`config.mk`:
```
export PLATFORM = sky130hd
export DESIGN_NAME = writeback_arbiter
export DESIGN_NICKNAME = d
export VERILOG_FILES = /design/src/rtl/writeback_arbiter_pkg.sv /design/src/rtl/writeback_arbiter_rr_arbiter.sv /design/src/rtl/writeback_arbiter.sv
export SDC_FILE = /design/constraint.sdc
export NUM_CORES = 1
export LEC_CHECK = 0
export CELL_PAD_IN_SITES_DETAIL_PLACEMENT = 1
export CELL_PAD_IN_SITES_GLOBAL_PLACEMENT = 1
export CORE_ASPECT_RATIO = 0.75
export CORE_MARGIN = 8
export CORE_UTILIZATION = 26
export DETAILED_ROUTE_END_ITERATION = 10
export GPL_TIMING_DRIVEN = 0
export PLACE_DENSITY = 0.93
export SLEW_MARGIN = 5
export SYNTH_ARGS = -nofsm -noshare
export SYNTH_HDL_FRONTEND = slang
export SYNTH_HIERARCHICAL = 1
export SYNTH_SLANG_ARGS = --single-unit
```
`constraint.sdc`:
```
create_clock -name clk -period 4.79 [get_ports clk]
set_clock_uncertainty 0.1 [all_clocks]
set_input_delay 0.958 -clock clk [delete_from_list [all_inputs] [get_ports clk]]
set_output_delay 0.958 -clock clk [all_outputs]
set_load 0.02 [all_outputs]
```
`src/rtl/writeback_arbiter_pkg.sv`:
```
// -----------------------------------------------------------------------------
// writeback_arbiter_pkg
//   Shared types and constants for the writeback arbiter slice.
//   - WB_ARCH_ADDR_BITS : architectural register index width
//   - WB_SEQ_NUM_BITS   : default instruction sequence number width
//   - WB_PHYS_ADDR_BITS : default physical register index width
//   - WB_DATA_BITS      : result / PC width
//   - wb_entry_t        : one execute-pipe result as carried to writeback
// -----------------------------------------------------------------------------
package writeback_arbiter_pkg;

  localparam int unsigned WB_ARCH_ADDR_BITS = 5;
  localparam int unsigned WB_SEQ_NUM_BITS   = 5;
  localparam int unsigned WB_PHYS_ADDR_BITS = 6;
  localparam int unsigned WB_DATA_BITS      = 32;

  typedef struct packed {
    logic [WB_SEQ_NUM_BITS-1:0]   seq_num;
    logic [WB_PHYS_ADDR_BITS-1:0] preg;
    logic [WB_ARCH_ADDR_BITS-1:0] waddr;
    logic [WB_DATA_BITS-1:0]      wdata;
    logic                         wen;
    logic [WB_DATA_BITS-1:0]      pc;
  } wb_entry_t;

endpackage

```
`src/rtl/writeback_arbiter_rr_arbiter.sv`:
```
// -----------------------------------------------------------------------------
// rr_arbiter
//   Round-robin arbiter with an internal priority pointer. The grant is purely
//   combinational from req_i and the pointer; the pointer moves to one past
//   the winner only when en_i is high and a request was granted.
//
// Ports:
//   clk     - clock
//   rst     - synchronous active-low reset (pointer -> 0)
//   req_i   - request vector, one bit per requester
//   en_i    - grant is consumed this cycle; advance the pointer
//   grant_o - one-hot grant (all zero when no request)
// -----------------------------------------------------------------------------
module rr_arbiter #(
  parameter int unsigned p_num_reqs = 4
) (
  input  logic                  clk,
  input  logic                  rst,
  input  logic [p_num_reqs-1:0] req_i,
  input  logic                  en_i,
  output logic [p_num_reqs-1:0] grant_o
);

  localparam int unsigned PtrW = $clog2(p_num_reqs);

  logic [PtrW-1:0] ptr_q;
  logic [PtrW-1:0] ptr_d;
  logic [PtrW-1:0] idx;
  logic [PtrW-1:0] win_ptr;
  logic [PtrW:0]   sum;
  logic            found;

  // Scan ptr, ptr+1, ... modulo p_num_reqs; the extra sum bit keeps the
  // modulo correct for non-power-of-two requester counts.
  always_comb begin
    grant_o = '0;
    found   = 1'b0;
    win_ptr = ptr_q;
    sum     = '0;
    idx     = '0;
    for (int unsigned k = 0; k < p_num_reqs; k++) begin
      sum = {1'b0, ptr_q} + (PtrW+1)'(k);
      if (sum >= (PtrW+1)'(p_num_reqs)) begin
        sum = sum - (PtrW+1)'(p_num_reqs);
      end
      idx = sum[PtrW-1:0];
      if (!found && req_i[idx]) begin
        grant_o[idx] = 1'b1;
        found        = 1'b1;
        win_ptr      = (idx == PtrW'(p_num_reqs - 1)) ? '0 : idx + PtrW'(1);
      end
    end
    ptr_d = (en_i && found) ? win_ptr : ptr_q;
  end

  always_ff @(posedge clk) begin
    if (!rst) begin
      ptr_q <= '0;
    end else begin
      ptr_q <= ptr_d;
    end
  end

endmodule

```
`src/rtl/writeback_arbiter.sv`:
```
// -----------------------------------------------------------------------------
// writeback_arbiter
//   Shares the single writeback path between the execute pipes. Each cycle one
//   valid pipe result is picked round-robin and loaded into a one-entry output
//   register, which is presented downstream with a val/rdy handshake. The
//   register refills in the same cycle it drains (1 result/cycle).
//
// Ports:
//   clk, rst        - clock, synchronous active-low reset
//   ex_val/ex_rdy   - per-pipe result handshake (transfer on val & rdy)
//   ex_seq_num, ex_preg, ex_waddr, ex_wdata, ex_wen, ex_pc
//                   - per-pipe result fields, pipe i in slice i
//   wb_val/wb_rdy   - output register handshake
//   wb_seq_num, wb_preg, wb_waddr, wb_wdata, wb_wen, wb_pc
//                   - registered fields of the selected result
//   wb_src          - one-hot index of the pipe that produced the output
//
// Build option WB_ARB_PERF_EN adds per-pipe 32-bit counters:
//   perf_grant_cnt  - accepted transfers per pipe
//   perf_stall_cnt  - cycles with ex_val[i] & !ex_rdy[i] per pipe
// -----------------------------------------------------------------------------
module writeback_arbiter
  import writeback_arbiter_pkg::*;
#(
  parameter int unsigned p_num_pipes      = 4,
  parameter int unsigned p_seq_num_bits   = WB_SEQ_NUM_BITS,
  parameter int unsigned p_phys_addr_bits = WB_PHYS_ADDR_BITS
) (
  input  logic                                      clk,
  input  logic                                      rst,
  input  logic [p_num_pipes-1:0]                    ex_val,
  output logic [p_num_pipes-1:0]                    ex_rdy,
  input  logic [p_num_pipes*p_seq_num_bits-1:0]     ex_seq_num,
  input  logic [p_num_pipes*p_phys_addr_bits-1:0]   ex_preg,
  input  logic [p_num_pipes*WB_ARCH_ADDR_BITS-1:0]  ex_waddr,
  input  logic [p_num_pipes*WB_DATA_BITS-1:0]       ex_wdata,
  input  logic [p_num_pipes-1:0]                    ex_wen,
  input  logic [p_num_pipes*WB_DATA_BITS-1:0]       ex_pc,
  output logic                                      wb_val,
  input  logic                                      wb_rdy,
  output logic [p_seq_num_bits-1:0]                 wb_seq_num,
  output logic [p_phys_addr_bits-1:0]               wb_preg,
  output logic [WB_ARCH_ADDR_BITS-1:0]              wb_waddr,
  output logic [WB_DATA_BITS-1:0]                   wb_wdata,
  output logic                                      wb_wen,
  output logic [WB_DATA_BITS-1:0]                   wb_pc,
  output logic [p_num_pipes-1:0]                    wb_src
`ifdef WB_ARB_PERF_EN
  ,
  output logic [p_num_pipes*32-1:0]                 perf_grant_cnt,
  output logic [p_num_pipes*32-1:0]                 perf_stall_cnt
`endif
);

  logic [p_num_pipes-1:0] grant;
  logic                   can_accept;
  logic                   transfer;

  wb_entry_t              sel;
  wb_entry_t              wb_q;
  wb_entry_t              wb_d;
  logic                   wb_val_q;
  logic                   wb_val_d;
  logic [p_num_pipes-1:0] wb_src_q;
  logic [p_num_pipes-1:0] wb_src_d;

  // The register can take a new entry when empty or draining this cycle.
  assign can_accept = !wb_val_q || wb_rdy;

  rr_arbiter #(
    .p_num_reqs (p_num_pipes)
  ) u_rr (
    .clk     (clk),
    .rst     (rst),
    .req_i   (ex_val),
    .en_i    (can_accept && rst),
    .grant_o (grant)
  );

  // Grant already implies ex_val, so any ex_rdy bit marks a transfer.
  always_comb begin
    ex_rdy   = (rst && can_accept) ? grant : '0;
    transfer = |ex_rdy;
  end

  // One-hot field mux for the granted pipe.
  always_comb begin
    sel = '0;
    for (int unsigned i = 0; i < p_num_pipes; i++) begin
      if (grant[i]) begin
        sel.seq_num = ex_seq_num[i*p_seq_num_bits +: p_seq_num_bits];
        sel.preg    = ex_preg[i*p_phys_addr_bits +: p_phys_addr_bits];
        sel.waddr   = ex_waddr[i*WB_ARCH_ADDR_BITS +: WB_ARCH_ADDR_BITS];
        sel.wdata   = ex_wdata[i*WB_DATA_BITS +: WB_DATA_BITS];
        sel.wen     = ex_wen[i];
        sel.pc      = ex_pc[i*WB_DATA_BITS +: WB_DATA_BITS];
      end
    end
  end

  always_comb begin
    wb_d     = wb_q;
    wb_val_d = wb_val_q;
    wb_src_d = wb_src_q;
    if (transfer) begin
      wb_d     = sel;
      wb_val_d = 1'b1;
      wb_src_d = grant;
    end else if (wb_rdy) begin
      wb_val_d = 1'b0;
    end
  end

  always_ff @(posedge clk) begin
    if (!rst) begin
      wb_q     <= '0;
      wb_val_q <= 1'b0;
      wb_src_q <= '0;
    end else begin
      wb_q     <= wb_d;
      wb_val_q <= wb_val_d;
      wb_src_q <= wb_src_d;
    end
  end

  assign wb_val     = wb_val_q;
  assign wb_seq_num = wb_q.seq_num;
  assign wb_preg    = wb_q.preg;
  assign wb_waddr   = wb_q.waddr;
  assign wb_wdata   = wb_q.wdata;
  assign wb_wen     = wb_q.wen;
  assign wb_pc      = wb_q.pc;
  assign wb_src     = wb_src_q;

`ifdef WB_ARB_PERF_EN
  logic [31:0] grant_cnt_q [p_num_pipes];
  logic [31:0] grant_cnt_d [p_num_pipes];
  logic [31:0] stall_cnt_q [p_num_pipes];
  logic [31:0] stall_cnt_d [p_num_pipes];

  always_comb begin
    perf_grant_cnt = '0;
    perf_stall_cnt = '0;
    for (int unsigned i = 0; i < p_num_pipes; i++) begin
      grant_cnt_d[i] = grant_cnt_q[i] + 32'(ex_val[i] & ex_rdy[i]);
      stall_cnt_d[i] = stall_cnt_q[i] + 32'(ex_val[i] & !ex_rdy[i]);
      perf_grant_cnt[i*32 +: 32] = grant_cnt_q[i];
      perf_stall_cnt[i*32 +: 32] = stall_cnt_q[i];
    end
  end

  always_ff @(posedge clk) begin
    for (int unsigned i = 0; i < p_num_pipes; i++) begin
      if (!rst) begin
        grant_cnt_q[i] <= '0;
        stall_cnt_q[i] <= '0;
      end else begin
        grant_cnt_q[i] <= grant_cnt_d[i];
        stall_cnt_q[i] <= stall_cnt_d[i];
      end
    end
  end
`else
  // Counters are absent in this build; arbitration is unaffected either way.
`endif

endmodule

```
## Yosys cells after proc, flatten, opt, wreduce, memory -nomap -nowiden

Cells that the tools add are included.

| storage, ports and cells | value |
|---|---|
| bits in registers | 88 |
| bits of input ports | 331 |
| logic and storage cells | 100 |

| cells by class | value |
|---|---|
| $add $sub $neg | 11 |
| order comparisons | 12 |
| eq/ne operators | 4 |
| muxes and demuxes | 43 |
| bitwise operators | 3 |
| reductions and logical operators | 18 |

Operators by type and width:

| cell | number |
|---|---|
| 2-to-1 mux 81 bit | 4 |
| 2-to-1 mux 2 bit | 12 |
| 2-to-1 mux 4 bit | 5 |
| 2-to-1 mux 1 bit | 14 |
| less-than comparator 2 x 3 -> 1 bit, second input constant | 4 |
| OR 4 bit | 3 |
| >= comparator 3 bit, second input constant | 3 |
| logical AND 1 bit | 9 |
| adder 2 x 1 -> 2 bit, second input constant | 4 |
| binary-select mux 1 bit (select 2 bit) | 4 |
| demux 1 bit (select 2 bit) | 4 |
| == test 2 bit, second input constant | 4 |
| >= comparator 2 x 1 -> 1 bit, second input constant | 4 |
| subtractor 2 x 1 -> 2 bit, second input constant | 4 |
| adder 2 x 2 -> 3 bit, second input constant | 2 |
| zero test 1 bit | 4 |
| nonzero test 4 bit | 1 |
| OR reduction 4 bit | 1 |
| adder 2 x 1 -> 3 bit, second input constant | 1 |
| >= comparator 2 x 3 -> 1 bit, second input constant | 1 |
| AND reduction 2 bit | 1 |
| nonzero test 2 bit | 1 |
| logical OR 1 bit | 1 |

## Logic depth before layout (Yosys ltp)

Gate-level depths: netlist (run 1).

| logic depth | value |
|---|---|
| word-level depth | 18 |
| mapped depth | 14 |

## Hierarchy

Netlist (run 1), hierarchy kept.

By module, submodules not included:

| module | instances | cells an instance | area each (um^2) | seq. area each (um^2) |
|---|---|---|---|---|
| writeback_arbiter | 1 | 787 | 6190.9 | 1721.7 |
| rr_arbiter | 1 | 62 | 574.3 | 40.0 |

## Worst setup path after synthesis (run 1)

No wires, ideal clock.

| path | value |
|---|---|
| kind | input-to-output |
| start | input port ex_val[1] |
| end | output port ex_rdy[2] |
| arrival | 3.135 ns |
| data required time | 3.732 ns |
| path slack | 0.597 ns |
| cell stages on the path | 9 |
| cell sequence | mux4_2 > nand2b_4 > nor3_4 > a22oi_1 > o21ai_0 > clkbuf_1 > clkbuf_1 > clkbuf_1 > and3_1 |

| on the way | value |
|---|---|
| cells in the longest elaborated chain, start to end | 13 |
| elaborated cells between the ends (all ways) | 25 |

RTL lines:

| item | RTL line | RTL |
|---|---|---|
| start: declaration | writeback_arbiter.sv:31 | `input logic [p_num_pipes-1:0] ex_val,` |
| binary-select mux 1 bit (select 2 bit) | writeback_arbiter_rr_arbiter.sv:47 | `if (!found && req_i[idx]) begin` |
| 2-to-1 mux 1 bit (implied by the code) | writeback_arbiter_rr_arbiter.sv:47 |  |
| 2-to-1 mux 1 bit | writeback_arbiter_rr_arbiter.sv:47 |  |
| zero test 1 bit | writeback_arbiter_rr_arbiter.sv:47 |  |
| logical AND 1 bit | writeback_arbiter_rr_arbiter.sv:47 |  |
| 2-to-1 mux 1 bit | writeback_arbiter_rr_arbiter.sv:47 |  |
| zero test 1 bit | writeback_arbiter_rr_arbiter.sv:47 |  |
| logical AND 1 bit | writeback_arbiter_rr_arbiter.sv:47 |  |
| 2-to-1 mux 1 bit | writeback_arbiter_rr_arbiter.sv:47 |  |
| zero test 1 bit | writeback_arbiter_rr_arbiter.sv:47 |  |
| logical AND 1 bit | writeback_arbiter_rr_arbiter.sv:47 |  |
| 2-to-1 mux 4 bit * | writeback_arbiter_rr_arbiter.sv:47 |  |
| via grant[2] | writeback_arbiter.sv:55 | `logic [p_num_pipes-1:0] grant;` |
| 2-to-1 mux 4 bit * | writeback_arbiter.sv:82 | `ex_rdy = (rst && can_accept) ? grant : '0;` |
| end: declaration | writeback_arbiter.sv:32 | `output logic [p_num_pipes-1:0] ex_rdy,` |

The timed path passes the listed nets; every way through them passes the cells marked *. The select of a mux whose other input is x is not followed.

## Final worst setup path (run 1)

Ends and elaborated chain as after synthesis.

==> results by group, run 1 <==
Yosys
  • Ys flop type: dfxtp_1
  • Seq/Total Area, Yosys: 26.04%
  • Mapped Cells: 849
  • Mapped Nets: 1,186
  • Syn_area_per_cell: 7.968 sq um
  • Ys async rst share: 0%
  • Synth warn: 6
  • Post-synthesis cell type count: 41
  • Mapped cell area: 6765 sq um
  • FF+latch count, synth: 88
  • Count of flip-flops with a built-in enable after synthesis: 0

Pwr
  • Peak VDD IR: 0.0002874 V
  • Leakage: 4.188 nW
  • Power per Cell Area: 768.6 nW/um^2

Die
  • Die ar.: 31,490 sq um
  • Initial Util: 26.24%
  • Die height: 155.7 um
  • Die width: 202.3 um
  • I/O pins: 421
  • Cell Rows: 51
  • Core Area: 25,780 sq um

Timing
  • Measured slew at the worst slew-check pin: 814.6 ps
  • Fin. max-slew vios: 0
  • Worst rel slew slack: 45.69%
  • Final clock period utilization by the worst path: 95.95%
  • Min Tclk post-route: 4596 ps
  • Final Setup Violations: 0
  • RSZ-0062 raised after global routing: false
  • Max Fclk: 217.6 MHz
  • Fin. Hold Viols: 0
  • Worst-case hold slack: 453.4 ps
  • Setup TNS: 0 ps

Worst setup path
  • RR Endpoint: wb_wdata[5]
  • CP Max Fanout: 6
  • FF-to-FF path depth: 14
  • CP required: 3730 ps
  • CP endpoint kind: output port
  • Worst setup endpoint: ex_rdy[2]
  • Critical Path AT: 3540 ps
  • Critical Path Source Type: input pin
  • Critical path origin: ex_val[1]
  • Kind of critical path: input pin to output port
  • Worst R2R Start: u_rr/ptr_q[0]
  • Reg2Reg Setup Slack: 440 ps

Drt
  • Wl on met1: 16,910 um
  • Drt pass-1 iters: 4
  • Antenna violation net count after detailed routing: 0
  • DR iter-0 viols: 419
  • WL final: 40,750 um
  • Residual DRC: 0
  • Drt wl/cell: 24.99 um
  • Met2 wire len: 19,870 um
  • Uppermost layer routed: met4
  • Vias per inst: 5.542
  • DR WL met3: 2821 um
  • Vias after detailed routing: 9,039

Global route
  • First-pass GRT wire length: 60,330 um
  • Vias in the first global route: 9,754
  • Largest net degree at the start of global routing: 19
  • Congestion Overflow GR: 0
  • GRT Util Overall: 24.49%
  • Initial antenna violation count: 3

Clock network
  • # hold bufs at CTS: 0
  • CTS tree: done
  • Clock slew at reported path FFs: 70 ps
  • Clk_lat worst skew: 350 ps
  • Clk Tree Root Cell: clkbuf_16
  • Max clock buf depth: 2
  • CTS H-Tree Depth: 3
  • Clock Sinks: 88
  • TritonCTS Buffers: 9

Placement
  • Routability Congestion: 0.8869
  • Number of I/O port buffers: 420
  • HPWL Detailed: 33,240 um

Final layout
  • Commonest cells after routing, fill and taps aside: clkdlybuf4s50_1 (413), inv_1 (89), dfxtp_1 (88)
  • Nets: 1,617
  • Most common cell after layout, fill and taps aside: clkdlybuf4s50_1
  • Layout cell share with drive strength beyond 1: 7.009%
  • Synth-to-layout area growth: 74.48%

Status
  • Status: finished clean

Flow run
  • Max cap viols: 0

Min path
  • Min-Delay Path Class: register to register
report_power, final:
part	leakage (nW)	switching, mW	internal (mW)
sequential	0.726	0.136	0.982
combinational	3.31	4.23	2.98
clock	0.152	0.320	0.433
how the worst min path moves through the flow:
stage | from | to | slack [ps] | depth (start not counted)
6_report | wb_pc[23] | wb_pc[23] | 450 | 2
3_3_place_gp | wb_wdata[19] | wb_wdata[19] | 430 | 2
4_1_cts | wb_wdata[6] | wb_wdata[6] | 450 | 2
5_1_grt | wb_wdata[22] | wb_wdata[22] | 480 | 2
2_1_floorplan | wb_waddr[3] | wb_waddr[3] | 510 | 2
3_5_place_dp | wb_preg[2] | wb_preg[2] | 440 | 2
what timing repair did:
item | in CTS | in global routing
endpoints found under the setup margin | 78 | 44
endpoints found under the hold margin | 0 | 0
buffers inserted | 3 | 1
cloned | 1 | 0
gates resized for setup | 20 | 13
routing by layer:
metal	up-vias	track usage, %
li1	4122	-
met1	4454	29.29
met2	402	42.57
met3	61	5.956
met4	0	8.063
met5	-	0
state kept, by name, summed over array words and instances, names as in the netlist:
signal,flops
wb_waddr,5
u_rr/ptr_q,2
wb_pc,32
wb_val,1
wb_src,4
wb_seq_num,5
wb_wdata,32
wb_preg,6
wb_wen,1
worst max-delay path, cell delays in order:
cell             delay, ps
clkdlybuf4s50_1        520
mux4_2                 580
nand2b_4               180
nor3_4                 220
a22oi_1                110
o21ai_0                210
clkbuf_8               230
and3_1                 160
dlygate4sd2_1          370
metrics by stage:
step                worst slack (ps)  cell area [sq um]  utilization (%)  power (mW)  instances
global placement               -2023              11400            44.22       8.044       1613
CTS                            74.72              11770            45.65       9.032       1628
detailed placement             -1982              11400            44.22       8.197       1613
floorplan                      596.9               6765                -       5.652        849
finish                         194.0              11800            45.79       9.073       1631
global route                   55.34              11800            45.79       9.642       1631
cells in the mapped netlist (all sizes together), types with 2 or more instances:
library cell	number	area share (%)
a311oi	81	13
clkbuf	85	4.7
a211oi	3	0.33
nor3	3	0.39
ha	6	1.1
nand2	85	4.7
inv	90	5.0
a211o	2	0.26
a31oi	85	7.9
nand3b	81	9.0
dfxtp	88	26
mux4	2	0.67
mux2i	8	1.4
o21ai	4	0.30
nor2	3	0.17
a22oi	6	0.67
o21a	4	0.44
a221o	82	12
and2	2	0.18
a21oi	83	6.1
nand2b	2	0.30
and3	5	0.46
buf	29	3.1
logic make-up (layout without fill, tap and decap cells):
group	after synthesis	in the layout	share of synthesized area [%]
AND/OR/NAND/NOR	186	186	15.68
buffers and inverters	204	639	12.76
adder cells (fa/ha/maj)	6	6	1.110
flip-flops	88	88	26.04
AO/OA/AOI/OAI	354	354	42.15
other	0	3	0
multiplexers	11	11	2.256
area by class of cell:
type,count,area [sq um]
fill,3056,13980
timing repair buffer,425,4247
multi-input combinational,557,4174
sequential,88,1762
buffer,109,540.5
tap,344,430.4
inverter,90,337.8
clock buffer,11,252.7
clock inverter,4,52.55
antenna,3,7.507
No activity file was read; power rests on OpenSTA's default activity.
==> inputs of run 2 (changes only) <==
- RECOVER_POWER: not set -> 25
==> results by group, run 2 (synthesized netlist as in run 1, its figures left out) <==
Timing
  • Min Tclk post-route: 4594 ps (was 4596 ps)
  • RSZ-0062 raised after global routing: false (unchanged)
  • Fin. max-slew vios: 0 (unchanged)
  • Measured slew at the worst slew-check pin: 821.1 ps (was 814.6 ps)
  • Worst rel slew slack: 45.26% (was 45.69%)
  • Fin. Hold Viols: 0 (unchanged)
  • Final Setup Violations: 0 (unchanged)
  • Final clock period utilization by the worst path: 95.90% (was 95.95%)
  • Max Fclk: 217.7 MHz (was 217.6 MHz)

Drt
  • Vias after detailed routing: 9,041 (was 9,039)
  • Drt wl/cell: 25.04 um (was 24.99 um)
  • Drt pass-1 iters: 4 (unchanged)
  • Residual DRC: 0 (unchanged)
  • Vias per inst: 5.543 (was 5.542)
  • Antenna violation net count after detailed routing: 0 (unchanged)
  • WL final: 40,850 um (was 40,750 um)
  • DR iter-0 viols: 465 (was 419)

Clock network
  • TritonCTS Buffers: 9 (unchanged)
  • Clk Tree Root Cell: clkbuf_16 (unchanged)
  • Clk_lat worst skew: 350 ps (about the same)
  • Max clock buf depth: 2 (unchanged)
  • # hold bufs at CTS: 0 (unchanged)
  • Clock slew at reported path FFs: 60 ps (was 70 ps)
  • CTS H-Tree Depth: 3 (unchanged)
  • CTS tree: done (unchanged)
  • Clock Sinks: 88 (unchanged)

Worst setup path
  • CP Max Fanout: 6 (unchanged)
  • Kind of critical path: input pin to output port (unchanged)
  • FF-to-FF path depth: 14 (unchanged)
  • RR Endpoint: wb_wdata[5] (unchanged)
  • Critical Path Source Type: input pin (unchanged)
  • CP endpoint kind: output port (unchanged)
  • Critical Path AT: 3540 ps (about the same)
  • Critical path origin: ex_val[1] (unchanged)
  • Worst R2R Start: u_rr/ptr_q[0] (unchanged)
  • CP required: 3730 ps (about the same)
  • Reg2Reg Setup Slack: 450 ps (was 440 ps)

Final layout
  • Synth-to-layout area growth: 74.48% (unchanged)
  • Layout Utilization: 45.79% (unchanged)
  • Area of the multi-input gates: 4174 sq um (unchanged)
  • Number of fillers in the final layout: 3,056 (unchanged)
  • Most common cell after layout, fill and taps aside: clkdlybuf4s50_1 (unchanged)
  • Nets: 1,617 (unchanged)
  • Reg area: 1762 sq um (unchanged)
  • Layout cell share with drive strength beyond 1: 7.009% (unchanged)
  • Commonest cells after routing, fill and taps aside: clkdlybuf4s50_1 (369), inv_1 (89), dfxtp_1 (88) (was clkdlybuf4s50_1 (413), inv_1 (89), dfxtp_1 (88))
  • Final cell count without fillers: 1,631 (unchanged)

Placement
  • HPWL Detailed: 33,240 um (unchanged)
  • Routability Congestion: 0.8869 (unchanged)
  • Number of I/O port buffers: 420 (unchanged)
  • Cell total after placement: 1,613 (unchanged)

Pwr
  • Clk pwr share: 8.3% (about the same)
  • Sw Share: 51.85% (was 51.60%)
  • Power per Cell Area: 765.6 nW/um^2 (was 768.6 nW/um^2)
  • Int Pwr: 4.352 mW (was 4.391 mW)
  • Peak VDD IR: 0.0002866 V (was 0.0002874 V)
  • Reg power frac: 12.3% (about the same)
  • Leakage: 4.298 nW (was 4.188 nW)
  • Net Switching: 4.685 mW (was 4.682 mW)
  • Logic pwr share: 79.4% (about the same)
  • Tot Pwr: 9.037 mW (was 9.073 mW)

Global route
  • First-pass GRT wire length: 60,330 um (unchanged)
  • Congestion Overflow GR: 0 (unchanged)
  • Vias in the first global route: 9,754 (unchanged)
  • Initial antenna violation count: 3 (unchanged)
  • Largest net degree at the start of global routing: 19 (unchanged)
  • GRT Util Overall: 24.49% (unchanged)

Min path
  • Min-Delay Path Class: register to register (unchanged)
  • WHS Path Cells: 2 (unchanged)
  • Worst Hold Launch: wb_wdata[7] (was wb_pc[23])
  • WHS Endpoint: wb_wdata[7] (was wb_pc[23])

Die
  • Die ar.: 31,490 sq um (unchanged)
  • Die width: 202.3 um (unchanged)
  • Core Area: 25,780 sq um (unchanged)
  • Die height: 155.7 um (unchanged)
  • Initial Util: 26.24% (unchanged)
  • I/O pins: 421 (unchanged)
  • Cell Rows: 51 (unchanged)

Flow run
  • Max cap viols: 0 (unchanged)

Status
  • Status: finished clean (unchanged)
run 2: cell count changes in the layout (fill, tap and decap cells not counted), sizes merged:
cell,delta
clkdlybuf4s50,-44
dlygate4sd3,+44
run 2: how the worst max path moves through the flow:
stage / to / slack, ps / depth (start not counted)
after floorplan: ex_rdy[2] / 600 / 9
after global placement: ex_rdy[2] / -2020 / 11
after detailed placement: ex_rdy[2] / -1980 / 11
after CTS: ex_rdy[3] / 70 / 9
after global routing: ex_rdy[2] / 60 / 9
final: ex_rdy[2] / 200 / 9
run 2: layer usage:
layer	global-route usage, %	part of all wire [%]
met3	5.956	6.4
met5	0	0
met4	8.063	2.5
met2	42.57	49
met1	29.29	42
run 2: cell type report:
class | instances | area share, %
repair buffers | 425 | 35.98
multi-input cells | 557 | 35.36
flip-flops and latches | 88 | 14.92
plain buffers | 109 | 4.579
well taps | 344 | 3.646
inverters | 90 | 2.862
clock buffers | 11 | 2.141
clock inverters | 4 | 0.4452
diodes | 3 | 0.06360
run 2: through the flow:
step / setup TNS, ps / worst slack, ps / hold slack, ps / area (sq um)
after global placement: -47870 / -2023 / 428.3 / 11400
after global routing: 0 / 55.34 / 481.8 / 11800
after floorplan: 0 / 596.9 / 508.7 / 6765
after detailed placement: -45930 / -1982 / 442.1 / 11400
final: 0 / 196.5 / 451.6 / 11800
after CTS: 0 / 74.72 / 454.9 / 11770
run 2: critical path, stage by stage:
cell and delay (ps):
clkdlybuf4s50_1 520, mux4_2 580, nand2b_4 180, nor3_4 220
a22oi_1 100, o21ai_0 210, clkbuf_8 230, and3_1 170
dlygate4sd2_1 370
run 2: power groups by stage:
stage | Combinational (mW) | Clock (mW) | Sequential, mW
floorplan | 4.28 | 0 | 1.38
global placement | 6.93 | 0 | 1.11
detailed placement | 7.06 | 0 | 1.14
CTS | 7.14 | 0.776 | 1.12
global route | 7.66 | 0.799 | 1.14
finish | 7.17 | 0.752 | 1.11
run 2: repair_timing:
item,4_1_cts,5_1_grt
setup buffers,3,1
setup endpoints to repair,78,44
resized for setup,20,13
gates cloned,1,0
pin swaps,0,0
==> inputs of run 3 (changes only) <==
- MAX_ROUTING_LAYER: not set -> met4
==> results by group, run 3 (synthesized netlist as in run 1, its figures left out) <==
Status
  • Status: finished clean (unchanged)

Min path
  • Min-Delay Path Class: register to register (unchanged)
  • Worst Hold Launch: wb_wdata[3] (was wb_wdata[7])
  • WHS Path Cells: 2 (unchanged)
  • WHS Endpoint: wb_wdata[3] (was wb_wdata[7])

Placement
  • HPWL Detailed: 33,460 um (was 33,240 um)
  • Routability Congestion: 0.9421 (was 0.8869)
  • Number of I/O port buffers: 420 (unchanged)

Die
  • Die ar.: 31,490 sq um (unchanged)
  • I/O pins: 421 (unchanged)
  • Initial Util: 26.24% (unchanged)
  • Die width: 202.3 um (unchanged)
  • Die height: 155.7 um (unchanged)
  • Cell Rows: 51 (unchanged)
  • Core Area: 25,780 sq um (unchanged)

Worst setup path
  • FF-to-FF path depth: 13 (was 14)
  • Kind of critical path: register to output port (was input pin to output port)
  • Reg2Reg Setup Slack: 340 ps (was 450 ps)
  • RR Endpoint: wb_pc[4] (was wb_wdata[5])
  • CP endpoint kind: output port (unchanged)
  • CP required: 3730 ps (about the same)
  • CP Max Fanout: 10 (was 6)
  • Critical Path Source Type: register (was input pin)
  • Critical Path AT: 3550 ps (was 3540 ps)
  • Worst R2R Start: u_rr/ptr_q[0] (unchanged)

Clock network
  • Clk Tree Root Cell: clkbuf_16 (unchanged)
  • CTS tree: done (unchanged)
  • Clock slew at reported path FFs: 70 ps (was 60 ps)
  • Max clock buf depth: 2 (unchanged)
  • # hold bufs at CTS: 0 (unchanged)
  • CTS H-Tree Depth: 3 (unchanged)
  • Clk_lat worst skew: 340 ps (was 350 ps)
  • Clock Sinks: 88 (unchanged)
  • TritonCTS Buffers: 9 (unchanged)

Global route
  • Vias in the first global route: 9,759 (was 9,754)
  • GRT Util Overall: 25.41% (was 24.49%)
  • First-pass GRT wire length: 60,770 um (was 60,330 um)
  • Largest net degree at the start of global routing: 20 (was 19)
  • Initial antenna violation count: 6 (was 3)
  • Congestion Overflow GR: 0 (unchanged)

Pwr
  • Leakage: 4.249 nW (was 4.298 nW)
  • Peak VDD IR: 0.0003002 V (was 0.0002866 V)
  • Power per Cell Area: 770.1 nW/um^2 (was 765.6 nW/um^2)
  • Tot Pwr: 9.083 mW (was 9.037 mW)

Timing
  • Fin. Hold Viols: 0 (unchanged)
  • Final Setup Violations: 0 (unchanged)
  • Min Tclk post-route: 4613 ps (was 4594 ps)
  • Worst rel slew slack: 35.57% (was 45.26%)
  • Fin. max-slew vios: 0 (unchanged)
  • Final clock period utilization by the worst path: 96.30% (was 95.90%)
  • Max Fclk: 216.8 MHz (was 217.7 MHz)
  • Setup TNS: 0 ps (unchanged)
  • RSZ-0062 raised after global routing: false (unchanged)
  • Measured slew at the worst slew-check pin: 966.5 ps (was 821.1 ps)

Flow run
  • Max cap viols: 0 (unchanged)

Final layout
  • Most common cell after layout, fill and taps aside: clkdlybuf4s50_1 (unchanged)
  • Commonest cells after routing, fill and taps aside: clkdlybuf4s50_1 (369), inv_1 (89), dfxtp_1 (88) (unchanged)
  • Synth-to-layout area growth: 74.33% (was 74.48%)
  • Nets: 1,616 (was 1,617)
  • Layout Utilization: 45.75% (was 45.79%)
  • Layout cell share with drive strength beyond 1: 6.931% (was 7.009%)

Drt
  • WL final: 41,380 um (was 40,850 um)
  • Vias after detailed routing: 9,091 (was 9,041)
  • Drt wl/cell: 25.33 um (was 25.04 um)
  • Residual DRC: 0 (unchanged)
  • Drt pass-1 iters: 5 (was 4)
  • Antenna violation net count after detailed routing: 0 (unchanged)
  • Vias per inst: 5.564 (was 5.543)
  • DR iter-0 viols: 508 (was 465)
[run 3: cell types whose count changed in the layout (fill, tap and decap cells not counted), sizes merged]
cell / delta
diode: +3
dlymetal6s2s: -4
clkinvlp: +2
dlygate4sd2: +4
clkbuf: -2
clkdlybuf4s15: +1
buf: -1
[run 3: power breakdown]
| group | total [mW] | leakage (nW) | switching (mW) | internal, mW |
|---|---|---|---|---|
| registers | 1.11 | 0.726 | 0.133 | 0.982 |
| clock network | 0.758 | 0.145 | 0.337 | 0.422 |
| logic | 7.21 | 3.38 | 4.27 | 2.94 |
| total | 9.08 | 4.25 | 4.74 | 4.34 |
[run 3: worst max path at each step]
stage                        startpoint  depth (start not counted)        end  slack, ps
after floorplan               ex_val[1]                          9  ex_rdy[2]        600
after global placement        ex_val[2]                         11  ex_rdy[2]      -2050
after detailed placement      ex_val[0]                         11  ex_rdy[2]      -2030
after CTS                 u_rr/ptr_q[0]                         12  ex_rdy[2]         50
after global routing      u_rr/ptr_q[0]                         12  ex_rdy[3]         10
final                     u_rr/ptr_q[0]                         12  ex_rdy[3]        180
[run 3: layout make-up]
cell class	count	area, sq um
well taps	344	430.4
flip-flops and latches	88	1762
inverters	90	337.8
plain buffers	111	571.8
clock inverters	6	67.56
fillers	3112	13990
multi-input cells	557	4155
repair buffers	422	4215
clock buffers	10	239.0
diodes	6	15.01
[run 3: repair_timing]
action                     4_1_cts  5_1_grt
gates resized for setup         29        5
buffers inserted                 2        0
gates cloned                     0        0
setup endpoints to repair       78       28
[run 3: per-stage QoR]
step / instance area, sq um / worst slack [ps] / cells / hold slack [ps]
2_1_floorplan: 6765 / 596.9 / 849 / 508.7
3_3_place_gp: 11400 / -2045 / 1613 / 427.7
3_5_place_dp: 11400 / -2027 / 1613 / 445.9
4_1_cts: 11780 / 47.24 / 1628 / 456.2
5_1_grt: 11790 / 11.22 / 1634 / 478.2
6_report: 11790 / 177.0 / 1634 / 451.9
[run 3: critical path, stage by stage (launching register included)]
cell and delay (ps):
dfxtp_1 410, buf_6 180, inv_1 100, ha_2 430
mux2i_4 310, mux2i_4 160, or2_2 320, a21oi_1 170
a221o_1 150, buf_4 260, clkbuf_8 240, and3_1 190
clkdlybuf4s15_2 290
[run 3: routing by layer]
metal	vias up	GRT usage [%]	routed length (um)
li1	4132	-	-
met1	4528	30.03	17530
met2	371	42.55	20180
met3	60	5.188	2547
met4	0	9.097	1133
met5	-	-	0
